<file path="src/rtl/light_phase_ctrl.sv">
// Red Light, Green Light sequencer: alternates GREEN/RED phases whose lengths
// come from the LFSR, checks for motion in RED after a grace window, and
// reports caught / win. Every output is a flop.
module light_phase_ctrl #(
  parameter int MIN_TICKS   = 4,
  parameter int GRACE_TICKS = 2,
  parameter int NUM_ROUNDS  = 8,
  parameter int ROUND_W     = 4
) (
  input  logic               clk,
  input  logic               reset,
  input  logic               start,
  input  logic               tick,
  input  logic [3:0]         lfsr_in,
  input  logic               move,
  output logic               lfsr_step,
  output logic               green,
  output logic               red,
  output logic               caught,
  output logic               win,
  output logic [ROUND_W-1:0] round
);

  // Duration counter must reach MIN_TICKS+15; grace counter must reach GRACE_TICKS.
  localparam int DUR_W = $clog2(MIN_TICKS + 16);
  localparam int GR_W  = (GRACE_TICKS < 1) ? 1 : $clog2(GRACE_TICKS + 1);

  typedef enum logic [2:0] {S_IDLE, S_GREEN, S_RED, S_CAUGHT, S_WIN} state_t;

  state_t             state, state_nxt;
  logic [DUR_W-1:0]   dur, dur_nxt;
  logic [GR_W-1:0]    grace, grace_nxt;
  logic [ROUND_W-1:0] round_nxt, round_inc;
  logic               load;
  logic               grace_done, last_tick;
  logic [DUR_W-1:0]   phase_len;
  logic               green_nxt, red_nxt, caught_nxt, win_nxt, step_nxt;

  assign phase_len  = DUR_W'(MIN_TICKS) + DUR_W'(lfsr_in);
  assign grace_done = (grace == GR_W'(GRACE_TICKS));
  assign last_tick  = tick && (dur == DUR_W'(1));
  assign round_inc  = round + ROUND_W'(1);

  // State, counters and registered outputs; reset acts without a clock edge.
  always_ff @(posedge clk or posedge reset) begin
    if (reset) begin
      state     <= S_IDLE;
      dur       <= '0;
      grace     <= '0;
      round     <= '0;
      green     <= 1'b0;
      red       <= 1'b0;
      caught    <= 1'b0;
      win       <= 1'b0;
      lfsr_step <= 1'b0;
    end else begin
      state     <= state_nxt;
      dur       <= dur_nxt;
      grace     <= grace_nxt;
      round     <= round_nxt;
      green     <= green_nxt;
      red       <= red_nxt;
      caught    <= caught_nxt;
      win       <= win_nxt;
      lfsr_step <= step_nxt;
    end
  end

  // Next state and counter updates; a phase entry reloads the duration and
  // clears grace, so the tick causing the transition is never counted twice.
  always_comb begin
    state_nxt = state;
    dur_nxt   = dur;
    grace_nxt = grace;
    round_nxt = round;
    load      = 1'b0;
    case (state)
      S_IDLE: begin
        if (start) begin
          state_nxt = S_GREEN;
          load      = 1'b1;
          round_nxt = '0;
        end
      end
      S_GREEN: begin
        if (last_tick) begin
          state_nxt = S_RED;
          load      = 1'b1;
        end else if (tick) begin
          dur_nxt = dur - DUR_W'(1);
        end
      end
      S_RED: begin
        // Valid motion beats the final tick: no round credit.
        if (move && grace_done) begin
          state_nxt = S_CAUGHT;
        end else if (last_tick) begin
          round_nxt = round_inc;
          if (round_inc == ROUND_W'(NUM_ROUNDS)) begin
            state_nxt = S_WIN;
          end else begin
            state_nxt = S_GREEN;
            load      = 1'b1;
          end
        end else if (tick) begin
          dur_nxt = dur - DUR_W'(1);
          if (!grace_done) grace_nxt = grace + GR_W'(1);
        end
      end
      S_CAUGHT, S_WIN: begin
        if (start) begin
          state_nxt = S_GREEN;
          load      = 1'b1;
          round_nxt = '0;
        end
      end
      default: state_nxt = S_IDLE;
    endcase
    if (load) begin
      dur_nxt   = phase_len;
      grace_nxt = '0;
    end
  end

  // Output decode from the upcoming state so lights change with the state flop.
  always_comb begin
    green_nxt  = (state_nxt == S_GREEN) || (state_nxt == S_WIN);
    red_nxt    = (state_nxt == S_RED)   || (state_nxt == S_CAUGHT);
    caught_nxt = (state_nxt == S_CAUGHT);
    win_nxt    = (state_nxt == S_WIN);
    step_nxt   = load;
  end

endmodule
</file>
<file path="config.mk">
export PLATFORM = sky130hd
export DESIGN_NAME = light_phase_ctrl
export DESIGN_NICKNAME = d
export VERILOG_FILES = /design/src/rtl/light_phase_ctrl.sv
export SDC_FILE = /design/constraint.sdc
export NUM_CORES = 1
export LEC_CHECK = 0
export CORE_ASPECT_RATIO = 1.25
export CORE_MARGIN = 1
export CORE_UTILIZATION = 52
export DETAILED_ROUTE_END_ITERATION = 12
export PLACE_DENSITY_LB_ADDON = 0.15
export SYNTH_ARGS = -nofsm -noshare
export SYNTH_HDL_FRONTEND = slang
export SYNTH_SLANG_ARGS = --single-unit
export TNS_END_PERCENT = 100
</file>
<file path="constraint.sdc">
create_clock -name clk -period 2.46 [get_ports clk]
set_input_delay 0.369 -clock clk [delete_from_list [all_inputs] [get_ports clk]]
set_output_delay 0.369 -clock clk [all_outputs]
set_load 0.05 [all_outputs]
</file>
==> metrics.csv <==
metric,value,unit
status,finished clean,
Post-CTS Hold Buffers,0,
worst reg2reg startpoint,dur[1],
setup_tns,0,ns
root buffer selected by CTS,clkbuf_4,
layout overhead on the synthesized area,17.9,%
initial detailed-routing violation count,5,
Hold WC Path Type,in2async,
RSZ-0062 raised after global routing,false,
period utilization,0.794,
Max Clock Skew,0.00319,ns
Syn Area/Cell,10.3,sq um
Final Util,0.652,
fmax,512,MHz
DRC violations left,0,
"commonest cells after routing, fill and taps aside","dfrtp_1, clkdlybuf4s50_1, nand2_1, inv_1, o21ai_0",
Die X,43.1,um
#FFs+latches synth,19,
CP arrival,1.58,ns
CP max FO,7,
ys flop type,dfrtp_1,
core area,1980,sq um
Mapped Cells,106,
R2R Setup Slk,0.51,ns
crit path capture type,output port,
"most common cell after layout, fill and taps aside",dfrtp_1,
nature of the critical path startpoint,register,
reg2reg path depth,6,
Num CTS Buffers,3,
number of synthesized flops with an enable pin,0,
R2R Path End,dur[1],
area of the die,2300,sq um
post-cts repair resize count,0,
largest net degree at the start of global routing,20,
leakage power,0.575,nW
peak supply drop,0.595,mV
Filler Cell Count,172,
largest cells by area after synthesis,"dfrtp_1, ha_1, nand2_1",
crit path to,round[0],
first-pass GRT wire length,3280,um
share of cells above drive strength 1,0.136,
distinct cell type count after synthesis,43,
Die H,53.3,um
top-area cell type share of the netlist area,0.434,
Worst-path clk slew,0.11,ns
PD cells,1040,nW/um^2
initial cell density of the core,0.553,
crit path max-delay cell type,clkdlybuf4s50_1,
Ant. Diodes,0,
max incr delay on CP,0.83,ns
antenna-violating nets left,0,
Crit path depth,1,
initial antenna violation count,0,
sequential area share after synthesis,0.434,
Sink Count,19,
Syn Nets,120,
num ports,18,
postcts setup bufs,0,
Overflow after GRT,0,
drt pass-1 iters,4,
max_cap viols,0,
Synth area leader,dfrtp_1,
asr flop ratio synth,1.00,
fin. max-slew vios,0,
Post-Syn Area,1100,sq um
Slew HR,0.519,
Tmin final,1.95,ns
clk_lat worst skew,0.29,ns
Layout Nets,140,
H-tree levels,1,
"CP delay by family, top",buffers and inverters,
Post-Route WL,2000,um
worst-case clock buffer depth,2,
RePlAce Congestion,0.797,
worst path bufs/invs,1,
via-per-instance ratio,5.77,
worst slew pin tran,0.721,ns
Rows,18,
WL per Instance,13.8,um
Finish-stage setup viols,0,
crit path launch,round[0],
DP HPWL,1520,um
vias in the first global route,813,
classification of the worst setup path,reg2out,
# port buffers,17,
CTS tree,built,
vias,836,
GRT Total Usage,0.193,
required time worst endpoint,2.09,ns
crit-path cells,clkdlybuf4s50_1,
Fin. Hold Viols,0,
synth warn,0,
==> worst min path at each step <==
stage,from,to,slack (ns),depth (start not counted)
2_1_floorplan,reset,caught,0.32,1
3_3_place_gp,round[3],round[3],0.50,1
3_5_place_dp,round[3],round[3],0.52,1
4_1_cts,reset,dur[4],0.52,2
5_1_grt,reset,dur[4],0.56,2
6_report,reset,dur[3],0.49,2
==> through the flow <==
step	total power, mW	std cells	instance area (sq um)	hold WS [ns]	setup slack (ns)
2_1_floorplan	1.04	106	1100	0.320	0.483
3_3_place_gp	1.17	141	1260	0.501	0.296
5_1_grt	1.44	145	1290	0.557	0.363
3_5_place_dp	1.19	141	1260	0.516	0.268
6_report	1.34	145	1290	0.491	0.507
4_1_cts	1.35	145	1290	0.516	0.468
==> final cells by class <==
type                            count  area [sq um]  share of cell area
Multi-Input combinational cell     76           553               0.428
Sequential cell                    19           475               0.368
Tap cell                           20          25.0              0.0194
Inverter                            7          26.3              0.0203
Clock buffer                        3          22.5              0.0174
Timing Repair Buffer               19           185               0.143
Clock inverter                      1          5.00             0.00387
==> cells by family after synthesis <==
family                   share of synthesized area
AO/OA/AOI/OAI                                0.150
XOR/XNOR                                    0.0240
adder cells (fa/ha/maj)                     0.0571
buffers and inverters                       0.0616
flip-flops                                   0.434
multiplexers                                0.0502
AND/OR/NAND/NOR                              0.224
==> metal layers <==
layer  global-route usage  vias up  share of wire  wire length [um]
met5                    0        -              0                 0
met4                0.101        0          0.018                36
met3               0.0273        4          0.025                50
met2                0.376       14           0.53              1060
met1                0.196      400           0.42               848
li1                     -      418              -                 -
==> report_power, final <==
| part | total [mW] | leakage, nW | internal, mW | switching [mW] |
|---|---|---|---|---|
| logic | 0.676 | 0.311 | 0.308 | 0.368 |
| clock network | 0.158 | 0.0177 | 0.0605 | 0.0976 |
| registers | 0.504 | 0.246 | 0.410 | 0.0945 |
| total | 1.34 | 0.575 | 0.778 | 0.560 |
==> flip-flops by register name, summed over array words and instances, names as in the netlist, 2 cells and up <==
signal and flops:
round 4, state 3, dur 5, grace 2
==> cells in the mapped netlist (2+ instances only) <==
cell type	n
nand3_1	3
buf_6	3
o21ai_0	6
o221a_2	2
ha_1	5
nand2b_1	2
nor2_1	5
a21boi_0	2
mux2i_1	4
xnor2_1	3
dfrtp_1	19
inv_1	7
nor2b_1	2
o211ai_1	2
nand2_1	12
a21oi_1	2
No activity file was read; power rests on OpenSTA's default activity.
